===== src/rtl/verdict_uart_reporter.sv =====
// verdict_uart_reporter
//   Turns each grammar_fsm verdict into an ASCII line on a UART TX pin:
//   "ACK\r\n" (41 43 4B 0D 0A) on accept, "NAK\r\n" (4E 41 4B 0D 0A) on reject.
//   The 8N1 serializer is built in, LSB first, with CLKS_PER_BIT clocks per bit.
//   There is a one-deep pending slot, and the most recent verdict wins.
// Ports
//   clk         system clock
//   rst         synchronous active-high reset; aborts any frame in progress
//   accept      accept verdict, level or pulse; only the rising edge is used
//   reject      reject verdict, level or pulse; only the rising edge is used
//   tx          UART TX output, registered, idle high
//   busy        high while a message is being sent or is pending
//   drop_count  saturating count of overwritten verdicts
//               (this port exists only when VERDICT_DROP_CNT_EN is defined)
// Configuration
//   Define VERDICT_DROP_CNT_EN to add drop_count.
//   When it is not defined, an overflow still overwrites the pending slot, but nothing counts it.
module verdict_uart_reporter #(
  parameter int CLKS_PER_BIT = 104
) (
  input  logic       clk,
  input  logic       rst,
  input  logic       accept,
  input  logic       reject,
  output logic       tx,
  output logic       busy
`ifdef VERDICT_DROP_CNT_EN
  ,
  output logic [7:0] drop_count
`endif
);

  localparam int BW = (CLKS_PER_BIT > 1) ? $clog2(CLKS_PER_BIT) : 1;
  localparam logic [BW-1:0] BAUD_LAST = BW'(CLKS_PER_BIT - 1);

  typedef enum logic [2:0] {
    S_IDLE,
    S_START,
    S_DATA,
    S_STOP,
    S_NEXT
  } state_t;

  state_t        state, state_nxt;
  logic [BW-1:0] baud, baud_nxt;
  logic [2:0]    bit_idx, bit_nxt;
  logic [2:0]    byte_idx, byte_nxt;
  logic          msg_rej, msg_nxt;
  logic          pend_vld, pend_vld_nxt;
  logic          pend_rej, pend_rej_nxt;
  logic          accept_q, reject_q;
  logic          tx_nxt;
  logic [7:0]    cur_byte;
  logic          ev_acc, ev_rej, ev_any;
  logic          baud_done;

  // The history registers clear on reset.
  // Because of that, a level that is held high through reset release counts as one event.
  assign ev_acc = accept & ~accept_q;
  assign ev_rej = reject & ~reject_q;
  assign ev_any = ev_acc | ev_rej;   // when both fire, ev_rej selects NAK

  assign baud_done = (baud == BAUD_LAST);
  assign busy      = (state != S_IDLE) | pend_vld;

  function automatic logic [7:0] msg_byte(input logic rej, input logic [2:0] idx);
    case (idx)
      3'd0:    msg_byte = rej ? 8'h4E : 8'h41;
      3'd1:    msg_byte = rej ? 8'h41 : 8'h43;
      3'd2:    msg_byte = 8'h4B;
      3'd3:    msg_byte = 8'h0D;
      default: msg_byte = 8'h0A;
    endcase
  endfunction

  always_ff @(posedge clk) begin
    if (rst) begin
      state    <= S_IDLE;
      baud     <= '0;
      bit_idx  <= '0;
      byte_idx <= '0;
      msg_rej  <= 1'b0;
      pend_vld <= 1'b0;
      pend_rej <= 1'b0;
      accept_q <= 1'b0;
      reject_q <= 1'b0;
      tx       <= 1'b1;
    end else begin
      state    <= state_nxt;
      baud     <= baud_nxt;
      bit_idx  <= bit_nxt;
      byte_idx <= byte_nxt;
      msg_rej  <= msg_nxt;
      pend_vld <= pend_vld_nxt;
      pend_rej <= pend_rej_nxt;
      accept_q <= accept;
      reject_q <= reject;
      tx       <= tx_nxt;
    end
  end

  always_comb begin
    state_nxt    = state;
    baud_nxt     = baud;
    bit_nxt      = bit_idx;
    byte_nxt     = byte_idx;
    msg_nxt      = msg_rej;
    pend_vld_nxt = pend_vld;
    pend_rej_nxt = pend_rej;

    case (state)
      S_IDLE: begin
        if (ev_any) begin
          msg_nxt   = ev_rej;
          byte_nxt  = '0;
          bit_nxt   = '0;
          baud_nxt  = '0;
          state_nxt = S_START;
        end
      end
      S_START: begin
        if (baud_done) begin
          baud_nxt  = '0;
          bit_nxt   = '0;
          state_nxt = S_DATA;
        end else begin
          baud_nxt = baud + 1'b1;
        end
      end
      S_DATA: begin
        if (baud_done) begin
          baud_nxt = '0;
          if (bit_idx == 3'd7) state_nxt = S_STOP;
          else                 bit_nxt   = bit_idx + 3'd1;
        end else begin
          baud_nxt = baud + 1'b1;
        end
      end
      S_STOP: begin
        if (baud_done) begin
          baud_nxt = '0;
          if (byte_idx == 3'd4) begin
            state_nxt = S_NEXT;
          end else begin
            byte_nxt  = byte_idx + 3'd1;
            state_nxt = S_START;
          end
        end else begin
          baud_nxt = baud + 1'b1;
        end
      end
      S_NEXT: begin
        // An event that arrives during this cycle overwrites the slot.
        // The slot is then consumed straight away, so the last verdict is the one that gets sent.
        if (ev_any || pend_vld) begin
          msg_nxt      = ev_any ? ev_rej : pend_rej;
          pend_vld_nxt = 1'b0;
          byte_nxt     = '0;
          bit_nxt      = '0;
          baud_nxt     = '0;
          state_nxt    = S_START;
        end else begin
          state_nxt = S_IDLE;
        end
      end
      default: state_nxt = S_IDLE;
    endcase

    if (state != S_IDLE && state != S_NEXT && ev_any) begin
      pend_vld_nxt = 1'b1;
      pend_rej_nxt = ev_rej;
    end
  end

  // The tx bit is computed from the next state, so the registered pin lines up with the state register.
  always_comb begin
    cur_byte = msg_byte(msg_nxt, byte_nxt);
    case (state_nxt)
      S_START: tx_nxt = 1'b0;
      S_DATA:  tx_nxt = cur_byte[bit_nxt];
      default: tx_nxt = 1'b1;
    endcase
  end

`ifdef VERDICT_DROP_CNT_EN
  // A new event that meets a full slot loses the older verdict.
  // In IDLE the slot is always empty.
  logic drop_evt;
  assign drop_evt = ev_any & pend_vld & (state != S_IDLE);

  always_ff @(posedge clk) begin
    if (rst)                               drop_count <= 8'd0;
    else if (drop_evt && drop_count != 8'hFF) drop_count <= drop_count + 8'd1;
  end
`endif

endmodule

===== config.mk =====
export PLATFORM = sky130hd
export DESIGN_NAME = verdict_uart_reporter
export DESIGN_NICKNAME = d
export VERILOG_FILES = /design/src/rtl/verdict_uart_reporter.sv
export SDC_FILE = /design/constraint.sdc
export NUM_CORES = 1
export LEC_CHECK = 0
export CAP_MARGIN = 5
export CORE_ASPECT_RATIO = 1.4
export CORE_MARGIN = 8
export CORE_UTILIZATION = 34
export CTS_CLUSTER_SIZE = 20
export DETAILED_ROUTE_END_ITERATION = 10
export DONT_BUFFER_PORTS = 1
export PLACE_DENSITY = 0.51
export SLEW_MARGIN = 5
export SYNTH_ARGS = -nofsm -noshare
export SYNTH_HDL_FRONTEND = slang
export SYNTH_SLANG_ARGS = --single-unit

===== constraint.sdc =====
create_clock -name clk -period 2 [get_ports clk]
set_input_delay 0.4 -clock clk [delete_from_list [all_inputs] [get_ports clk]]
set_output_delay 0.4 -clock clk [all_outputs]
set_load 0.01 [all_outputs]

# Word-level counts from Yosys, hierarchy flattened
# Cells that the tools add are included.
# word_totals
output_inout_bits	2
word_cells	83
regBits	22
input_bits	4
# op_classes
n_eq_ne	15
add_sub_neg	3
magnitude_cmp	1
bitwise	6
n_mux	36
n_reduce_logical	12
# op_table
operator	count
$mux W3	15
$pmux W7 S4	1
$mux W7	3
$pmux W7 S3	1
$eq A3 B2 Y1 const B	5
$pmux W3 S5	1
$pmux W3 S4	1
$eq A3 B1 Y1 const B	3
$eq A3 B3 Y1 const B	3
$pmux W3 S3	1
$mux W1	8
$add A7 B1 Y7 const B	1
$eq A7 B7 Y1 const B	1
$add A3 B1 Y3 const B	2
$logic_not A3 Y1	2
$reduce_bool A3 Y1	2
$lt A3 B4 Y1 const B	1
$mux W4	1
$ne A2 B2 Y1 const B	2
$pmux W1 S2	2
$reduce_bool A2 Y1	2
$bmux W1 S3	1
$ne A3 B3 Y1 const B	1
$reduce_and A3 Y1	1
other kinds (8)	12

# Longest topological paths before layout
# Gate-level depths: netlist of the first run.
# logic_depth
depth_word	11
mapped_depth	9
mapped_depth_nobuf	9

# Worst setup path after synthesis of the first run
# No wires, ideal clock.
# synth_timing
path_kind	flip-flop to flip-flop
start	reg baud[0]
end	reg tx
n_path_buf	0
path_slack_ns	-0.043
t_required_ns	1.930
synth_period_minus_slack_ns	2.043
stages_incl_launch_ff	9
arrival_time_ns	1.973
setup_time_ns	0.070
cell_sequence	dfxtp_1 > ha_1 > and2_1 > a31oi_2 > o21ai_0 > a221o_1 > a2111oi_2 > o31ai_1 > a21oi_1
# synth_via
elab_chain_len	8
elab_cells_between_ends	20
classes_between	eq/ne (6); mux (13); reduce/logical (1)
# synth_lines
element	line_no	rtl
from (decl)	45	logic [BW-1:0] baud, baud_nxt;
from (signal assigned)	90	baud <= baud_nxt;
$eq A7 B7 Y1 *	63	assign baud_done = (baud == BAUD_LAST);
$mux W3	140	if (baud_done) begin
$pmux W3 S3	111	case (state)
$eq A3 B2 Y1 (tied with other cells)	67	case (idx)
$pmux W7 S4	67	
$bmux W1 S3	180	S_DATA: tx_nxt = cur_byte[bit_nxt];
$mux W1 (not written as such)	180	
$pmux W1 S2 *	178	case (state_nxt)
to (signal assigned)	98	tx <= tx_nxt;
to (decl)	25	output logic tx,
# Every way passes the cells marked *; elsewhere a longest branch is shown, timed or not. The select of a mux whose other input is x is not followed.
# A chain may end at the register's enable or synchronous reset.

# Worst setup path after layout of the first run
# Ends and elaborated chain as after synthesis.

==> metrics.txt, run 1 <==
Synth Net Count=around 170; crit-path most repeated cell=a21oi_1; CTS Sinks=22; Cell Rows=27; CORE AREA=3950 um^2; register bit total from synthesis=22; residual DRC count=0; Hold Path Stages=1; Setup-failing EPs final=1; f_max=~470 MHz; CTS Buf Count=3; clock root buffer=clkbuf_8; Seq/Total Area, Yosys=0.314; WL/cell=approximately 16 um; die extent in y=92.0 um; clock tree buffer depth=2; Post-Syn Area=approximately 1400 um^2; Ant. Diodes=0; Die W=~70 um; asr flop ratio synth=0; worst clock skew=0.00584 ns; Mean Syn Cell Area=8.45 um^2; H-Tree Depth=1; final worst slack=-0.135 ns; placed instance area=1630 um^2; combinational fraction of design power=0.128; most common cell in the netlist=dfxtp_1; fin crit share=1.07; kind of critical path=reg2reg; Worst-path clk slew=about 0.090 ns; reg2reg path depth=9; clock share of power=0.412; Worst setup SP type=flop; share of cells above drive strength 1=0.321; vias in the first global route=between 1k and 1.5k; initial antenna violation count=0; Max Cap Viol=0; Post-Route WL=3.69 mm; RSZ-0062 raised after global routing=true; Hold Worst Slack=~0.19 ns; worst skew pair latency=0.27 ns; Internal Power=779 uW; ranking of synthesized cells by area=dfxtp_1 (31%), nor2_1 (5.1%), nand2_1 (4.0%), a21oi_1 (3.6%), ha_1 (3.6%); CP Data Required Time=2.15 ns; Vias/cell=~5.7; VDD IR max=just over 0.4 mV; Area growth syn-to-layout=28.7%; initial cell density of the core=0.355; Critical Path AT=around 2.3 ns; CP Capture Type=flop; slowest CP cell=o41ai_1; vias=around 1.4k; PortBufs=0; EDFF count, synth=0; Final Cell Area=around 1800 um^2; cells along the critical path=ha_4 -> nand2_2 -> o41ai_1 -> o21ai_1 -> buf_4 -> o22ai_1 -> a21oi_1 -> nor3b_1 -> a21oi_1; worst-path fanout max=6; fin nets=between 200 and 250; Post-CTS Hold Fix Bufs=0; CP max stage delay=about 0.41 ns; Ys Warns=0; all-layer global routing usage=0.112; fin. max-slew vios=0; DR iter-0 viols=64; I/O Pins=6; ys flop type=dfxtp_1; final hold viol count=0; worst slack at placement=-0.127 ns; number of routed nets with antenna violations=0; status=finished with violations; area share of the largest cell type after synthesis=0.314; cell count after synthesis=166; slew at the pin with the worst max-slew slack=0.404 ns; routability cong.=around 0.83; sw frac=0.235; die area=around 6500 um^2; Yosys top cell by area=dfxtp_1; top cells by count, synth=dfxtp_1 (22), nor2_1 (19), nand2_1 (15); Switching Power=~240 uW; Remaining Overflow, GRT=0; Pwr Density=about 560 nW/um^2; Flop pwr share=0.460; largest net degree at the start of global routing=18; synth unique cells=57; FILL cells=between 300 and 400; hpwl dp=2.76 mm; crit path time final=around 2.1 ns; first-pass GRT wire length=6.09 mm; Slew HR=0.731; Detailed Routing Iterations Pass 1=4; LEAKAGE=0.000626 uW; failing checks=negative setup slack; hold crit path type=in2reg; CTS tree=done
per-layer routing:
metal	vias up	track usage	part of all wire
met5	-	0	0
met4	0	0.0437	0.015
met1	654	0.121	0.43
met3	6	0.0227	0.023
met2	16	0.204	0.53
li1	677	-	-
worst paths after layout:
| check | startpoint | endpoint | slack [ns] |
|---|---|---|---|
| setup reg to reg | baud[0] | tx | -0.14 |
| hold / removal | rst | baud[2] | 0.19 |
| setup / recovery | baud[0] | tx | -0.14 |
| hold reg to reg | pend_rej | pend_rej | 0.51 |
cell usage in the layout, fill, tap and decap left out, drive strengths merged, types with 3 or more instances in the layout:
cell type	instances
nand3	3
o21ai	7
nor2	19
nand4	5
or3	4
inv	5
nor2b	6
o31ai	4
nand2	15
a21oi	10
ha	4
a31oi	5
buf	28
dfxtp	22
nand2b	4
clkbuf	3
and2	4
cell families (layout without fill, tap and decap cells):
group           after synthesis  after routing  share of synthesized area
compound gates               46             46                      0.246
xor+xnor                      4              4                     0.0250
fa+ha+maj                     4              4                     0.0357
buf+inv                      10             37                     0.0321
flops                        22             22                      0.314
mux                           2              2                     0.0152
simple gates                 78             78                      0.332
flip-flops by register name (all words and copies together) (netlist names):
| signal | cells |
|---|---|
| baud | 7 |
| bit_idx | 3 |
| byte_idx | 3 |
| state | 3 |
| accept_q | 1 |
| msg_rej | 1 |
| pend_rej | 1 |
| pend_vld | 1 |
| reject_q | 1 |
| tx | 1 |
power groups by stage:
stage          sequential (uW)  clock (uW)  combinational, uW
2_1_floorplan              475           0               89.6
3_3_place_gp               476           0                123
3_5_place_dp               477           0                125
4_1_cts                    466         435                126
5_1_grt                    470         449                145
6_report                   468         420                131
layout make-up:
type	count	area, um^2	area share
clock buffer	3	41.3	0.0229
clock inverter	1	30.0	0.0166
inverter	5	18.8	0.0104
multi-input combinational	134	1010	0.558
sequential	22	444	0.246
tap	43	53.8	0.0298
timing repair buffer	28	210	0.116
per-stage QoR:
stage / TNS, ns / std cells / total power, uW / util
after global routing: -0.318 / 236 / 1060 / 0.457
after floorplan: 0 / 166 / 564 / -
final: -0.135 / 236 / 1020 / 0.457
after CTS: -0.0794 / 236 / 1030 / 0.441
after detailed placement: -0.127 / 229 / 602 / 0.411
after global placement: -0.0536 / 229 / 600 / 0.411
critical path: cells and delay by family (launching register included):
kind / cells / cell delay (ns)
AOI/OAI and AO/OA: 5 / 0.90
DFF: 1 / 0.39
and+or+nand+nor: 2 / 0.36
adders and majority gates: 1 / 0.18
buffers and inverters: 1 / 0.18
timing repair:
item | CTS | global route
gates resized for setup | 12 | 9
buffers inserted | 3 | 0
setup endpoints to repair | 1 | 3
pin swaps | 5 | 3
(Power assumes the default switching activity.)
==> inputs of run 2 (changes only) <==
--- a/config.mk
+++ b/config.mk
@@ -6,13 +6,15 @@
 export NUM_CORES = 1
 export LEC_CHECK = 0
 export CAP_MARGIN = 5
+export CELL_PAD_IN_SITES_DETAIL_PLACEMENT = 2
+export CELL_PAD_IN_SITES_GLOBAL_PLACEMENT = 2
 export CORE_ASPECT_RATIO = 1.4
 export CORE_MARGIN = 8
 export CORE_UTILIZATION = 34
 export CTS_CLUSTER_SIZE = 20
 export DETAILED_ROUTE_END_ITERATION = 10
 export DONT_BUFFER_PORTS = 1
-export PLACE_DENSITY = 0.51
+export PLACE_DENSITY = 0.74
 export SLEW_MARGIN = 5
 export SYNTH_ARGS = -nofsm -noshare
 export SYNTH_HDL_FRONTEND = slang
==> run 2 against run 1 <==
Net effect:
- the run still ends with negative setup slack left
- die area unchanged
- final cell count up 6.4%
- cell area up 10%
- global-route usage up 5.1 points
- count of clock-buffer cells in the layout up 1
- first-iteration DRC count down 61%
- register-to-register slack better by 0.04 ns
- sequential power up 0.9%
- via count up 9.6%
- flip-flop and latch count unchanged
- wire length up 47%
==> metrics.txt, run 2 (synthesized netlist as in run 1, its figures left out) <==
Detailed Routing Iterations Pass 1=4 (unchanged); Hold Path Origin=rst; commonest non-fill, non-tap cell in the layout=buf_4; routability cong.=0.871 (+4.9%); FF-to-FF Start=baud[0]; die area=6470 um^2 (unchanged); all-layer global routing usage=0.163 (+0.0511); Post-Route WL=5.41 mm (+47%); VDD IR max=0.436 mV (+8.3%); DR iter-0 viols=25 (-61%); Crit. Startpoint=baud[0]; CTS tree=done; Slew HR=0.714 (-0.0164); status=finished with violations; Internal Power=707 uW (-9.2%); clock share of power=0.350 (-0.062); clock tree buffer depth=2 (unchanged); H-Tree Depth=1 (unchanged); Cell Rows=27 (unchanged); CP Data Required Time=2.17 ns (+0.02 ns); hpwl dp=3.68 mm (+33%); placed cells=237 (+3.5%); RSZ-0062 raised after global routing=true; Ant. Diodes=0 (unchanged); Post-CTS Hold Fix Bufs=0 (unchanged); Worst-path clk slew=0.09 ns (about the same); CTS Buf Count=3 (unchanged); residual DRC count=0 (unchanged); f_max=478 MHz (+2.0%); first-pass GRT wire length=8.52 mm (+40%); vias in the first global route=1,734 (+29%); Vias/cell=5.91 (+3.1%); worst-path fanout max=5 (-1); worst skew pair latency=0.28 ns (about the same); Hold Worst Slack=0.167 ns (-0.0230 ns); kind of critical path=reg2reg; combinational fraction of design power=0.171 (+0.043); largest net degree at the start of global routing=18 (unchanged); PortBufs=0 (unchanged); CP Capture Type=flop; failing checks=negative setup slack; multi-input combinational cell area=1080 um^2 (+6.8%); fin util=0.503 (+0.0465); crit path time final=2.09 ns (-0.0416 ns); Switching Power=279 uW (+17%); Flop pwr share=0.479 (+0.019); max FFs per register=7 (unchanged); Worst setup SP type=flop; clock root buffer=clkbuf_8; Max Cap Viol=0 (unchanged); LEAKAGE=0.000738 uW (+18%); fin. max-slew vios=0 (unchanged); number of routed nets with antenna violations=0 (unchanged); sw frac=0.283 (+0.0482); fin nets=217 (+7.4%); Setup-failing EPs final=1 (unchanged); WL/cell=21.6 um (+38%); CORE AREA=3950 um^2 (unchanged); worst clock skew=0.00354 ns (-0.00230 ns); hold crit path type=in2reg; FILL cells=435 (+12%); final hold viol count=0 (unchanged); slew at the pin with the worst max-slew slack=0.429 ns (+0.0246 ns); final worst slack=-0.0938 ns (+0.0416 ns); Pwr Density=496 nW/um^2 (-12%); die extent in y=92.0 um (unchanged); register area=452 um^2 (+1.7%); CTS Sinks=22 (unchanged); initial cell density of the core=0.355 (unchanged); share of cells above drive strength 1=0.447 (+0.126); Critical Path AT=2.26 ns (-0.02 ns); Area growth syn-to-layout=41.8%; Die W=70.3 um (unchanged); Remaining Overflow, GRT=0 (unchanged); Final Cell Area=1990 um^2 (+10%); initial antenna violation count=0 (unchanged); placed instance area=1690 um^2 (+3.7%); vias=1,483 (+9.6%); Setup TNS=-0.0938 ns (+0.0416 ns); Top reg by flops=baud; non-filler cells, final=251 (+6.4%); fin crit share=1.05 (-0.0208); most frequent cells in the layout=buf_4 (40), nor2_1 (17), nand2_1 (14), dfxtp_1 (13); I/O Pins=6 (unchanged)
## run 2: final cells by class
type,instances,area share
clock buffer,4,0.0277
inverter,5,0.00943
multi-input combinational,134,0.541
sequential,22,0.227
tap,43,0.0270
timing repair buffer,43,0.168
## run 2: final timing paths
path,endpoint,slack (ns),cells after the start
setup / recovery,tx,-0.09,8
setup reg to reg,tx,-0.09,8
hold reg to reg,pend_rej,0.54,2
hold / removal,baud[1],0.17,1
## run 2: timing repair
action	4_1_cts	5_1_grt
setup endpoints to repair	1	2
gates resized for setup	28	15
pin swaps	13	9
hold endpoints to repair	0	0
setup buffers	7	3
## run 2: critical path, cell delays in order, from the launching register on
cell and delay, ns:
dfxtp_2 0.38, ha_4 0.18, nand2_4 0.11, nor4_4 0.31, mux2i_2 0.40, or4b_4 0.21, o31ai_4 0.06, o32ai_2 0.25
a21oi_1 0.08
## run 2: per-stage QoR
step / total power (uW) / setup slack [ns]
floorplan: 564 / 0.0154
global placement: 610 / -0.0873
detailed placement: 618 / -0.236
CTS: 980 / -0.0553
global route: 1020 / -0.209
finish: 987 / -0.0938
## run 2: power groups by stage
| stage | Combinational (uW) | Clock [uW] | Sequential (uW) |
|---|---|---|---|
| 2_1_floorplan | 89.6 | 0 | 475 |
| 3_3_place_gp | 134 | 0 | 476 |
| 3_5_place_dp | 141 | 0 | 477 |
| 4_1_cts | 150 | 361 | 469 |
| 5_1_grt | 181 | 369 | 474 |
| 6_report | 168 | 346 | 472 |
## run 2: routing by layer
metal	track usage	routed length (um)	vias up
li1	-	-	704
met1	0.163	2120	747
met2	0.311	2980	18
met3	0.0280	109	14
met4	0.0773	202	0
met5	0	0	-
==> inputs of run 3 (changes only) <==
--- a/config.mk
+++ b/config.mk
@@ -15,6 +15,7 @@
 export DETAILED_ROUTE_END_ITERATION = 10
 export DONT_BUFFER_PORTS = 1
 export PLACE_DENSITY = 0.74
+export SETUP_SLACK_MARGIN = 0.2
 export SLEW_MARGIN = 5
 export SYNTH_ARGS = -nofsm -noshare
 export SYNTH_HDL_FRONTEND = slang
==> run 3 against run 2 <==
Net effect:
- the run still ends with negative setup slack left
- power up 8.4%
- count of clock-buffer cells in the layout down 1
- cell area is 2.3% lower
- flip-flop and latch count unchanged
- clock power increased by 26%
- global-route usage is 0.092 points lower
- highest routed layer unchanged
- sequential share of layout area grew 1.2 points
- wire length is 3.0% higher
- fmax fell by 5.5%
- final cell count is 5.6% lower
- combinational power hardly changed
- largest cell class unchanged
==> metrics.txt, run 3 (synthesized netlist as in run 1, its figures left out) <==
clock tree buffer depth=2 (unchanged); Max Cap Viol=0 (unchanged); share of cells above drive strength 1=0.443 (-0.00382); slowest CP cell=or4b_1; placed cells=226 (-4.6%); Hold Path Stages=1 (unchanged); multi-input combinational cell area=1100 um^2 (+2.6%); fin nets=203 (-6.5%); routability cong.=0.771 (-11%); RSZ-0062 raised after global routing=true; crit path time final=2.22 ns (+0.122 ns); Top reg by flops=baud; Ant. Diodes=0 (unchanged); Area growth syn-to-layout=38.6%; clock root buffer=clkbuf_8; all-layer global routing usage=0.162 (-0.000915); largest net degree at the start of global routing=18 (unchanged); clock share of power=0.407 (+0.057); CTS Buf Count=3 (unchanged); die area=6470 um^2 (unchanged); PortBufs=0 (unchanged); WL/cell=23.5 um (+9.1%); DR iter-0 viols=68 (+170%); CTS tree=done; commonest non-fill, non-tap cell in the layout=buf_4; vias=1,453 (-2.0%); sw frac=0.261 (-0.0225); Die W=70.3 um (unchanged); final worst slack=-0.216 ns (-0.122 ns); Critical Path AT=2.42 ns (+0.16 ns); failing checks=negative setup slack; Worst-path clk slew=0.09 ns (about the same); FILL cells=426 (-2.1%); fin. max-slew vios=0 (unchanged); worst slack at placement=-0.166 ns (+0.0704 ns); I/O Pins=6 (unchanged); kind of critical path=reg2reg; max FFs per register=7 (unchanged); most frequent cells in the layout=buf_4 (25), nor2_1 (17), nand2_1 (13), dfxtp_2 (10); non-filler cells, final=237 (-5.6%); CP Capture Type=flop; initial cell density of the core=0.355 (unchanged); Switching Power=279 uW (-0.21%); initial antenna violation count=0 (unchanged); Setup-failing EPs final=1 (unchanged); fin util=0.492 (-0.0114); CTS Sinks=22 (unchanged); worst clock skew=0.00976 ns (+0.00621 ns); Worst setup SP type=flop; first-pass GRT wire length=8.51 mm (about the same); worst-path fanout max=4 (-1); Flop pwr share=0.437 (-0.042); Post-Route WL=5.58 mm (+3.0%); slew at the pin with the worst max-slew slack=0.346 ns (-0.0827 ns); hold crit path type=in2reg; Internal Power=791 uW (+12%); Remaining Overflow, GRT=0 (unchanged); LEAKAGE=0.000676 uW (-8.4%); Post-CTS Hold Fix Bufs=0 (unchanged); CP max stage delay=0.49 ns (+0.09 ns); Detailed Routing Iterations Pass 1=4 (unchanged); Slew HR=0.769 (+0.0551); hpwl dp=3.66 mm (-0.69%); Pwr Density=550 nW/um^2 (+11%); VDD IR max=0.343 mV (-21%); final hold viol count=0 (unchanged); number of routed nets with antenna violations=0 (unchanged); register area=464 um^2 (+2.8%); Cell Rows=27 (unchanged); H-Tree Depth=1 (unchanged); Vias/cell=6.13 (+3.8%); residual DRC count=0 (unchanged); cells along the critical path=inv_1 -> ha_2 -> buf_4 -> a21boi_1 -> nand4_1 -> o21ai_2 -> or4b_1 -> o31ai_1 -> o32ai_2 -> a21oi_1; CORE AREA=3950 um^2 (unchanged); vias in the first global route=1,614 (-6.9%); worst skew pair latency=0.28 ns (about the same); fin crit share=1.11 (+0.0609); reg2reg path depth=10 (+2); CP Data Required Time=2.21 ns (+0.04 ns); f_max=451 MHz (-5.5%); status=finished with violations; Setup TNS=-0.216 ns (-0.122 ns); die extent in y=92.0 um (unchanged); Pwr Total=1070 uW (+8.4%); combinational fraction of design power=0.155 (-0.016)
run 3: cell types whose count changed in the layout (fill, tap and decap cells not counted), sizes merged:
| cell | before | now |
|---|---|---|
| buf | 43 | 29 |
| bufinv | 0 | 1 |
| clkbuf | 4 | 3 |
run 3: layout make-up:
| type | count | share of cell area |
|---|---|---|
| flip-flops and latches | 22 | 0.239 |
| inverters | 5 | 0.00965 |
| well taps | 43 | 0.0277 |
| clock buffers | 3 | 0.0212 |
| multi-input cells | 134 | 0.568 |
| repair buffers | 29 | 0.120 |
| clock inverters | 1 | 0.0154 |
run 3: through the flow:
step / instance area (um^2) / hold WS (ns)
after floorplan: 1470 / 0.458
after global placement: 1660 / 0.468
after detailed placement: 1660 / 0.469
after CTS: 1880 / 0.178
after global routing: 1940 / 0.165
final: 1940 / 0.172
run 3: path summary, 6_finish.rpt:
path | from | endpoint | slack, ns
setup / recovery | byte_idx[1] | tx | -0.22
hold / removal | rst | byte_idx[0] | 0.17
setup reg to reg | byte_idx[1] | tx | -0.22
hold reg to reg | pend_vld | pend_vld | 0.50
run 3: repair_timing:
action | in CTS | in global routing
pin swaps | 13 | 6
resized for setup | 24 | 17
endpoints found under the setup margin | 5 | 6
setup buffers | 7 | 0
run 3: power by group through the flow:
stage	logic [uW]	registers (uW)	clock network, uW
after detailed placement	141	480	0
final	166	468	436
after CTS	159	470	434
after floorplan	92.4	477	0
after global placement	133	478	0
after global routing	176	469	454
run 3: worst max-delay path, delay by kind of cell (launching register included):
| family | cells | cell delay (ns) |
|---|---|---|
| AO/OA/AOI/OAI | 5 | 0.75 |
| AND/OR/NAND/NOR | 2 | 0.65 |
| flip-flops | 1 | 0.35 |
| buffers and inverters | 2 | 0.19 |
| adder cells (fa/ha/maj) | 1 | 0.19 |
run 3: per-layer routing:
metal | wire [um] | track usage | share of wire
met1 | 2150 | 0.168 | 0.39
met3 | 89 | 0.0173 | 0.016
met2 | 3300 | 0.331 | 0.59
met5 | 0 | 0 | 0
met4 | 36 | 0.0303 | 0.0065
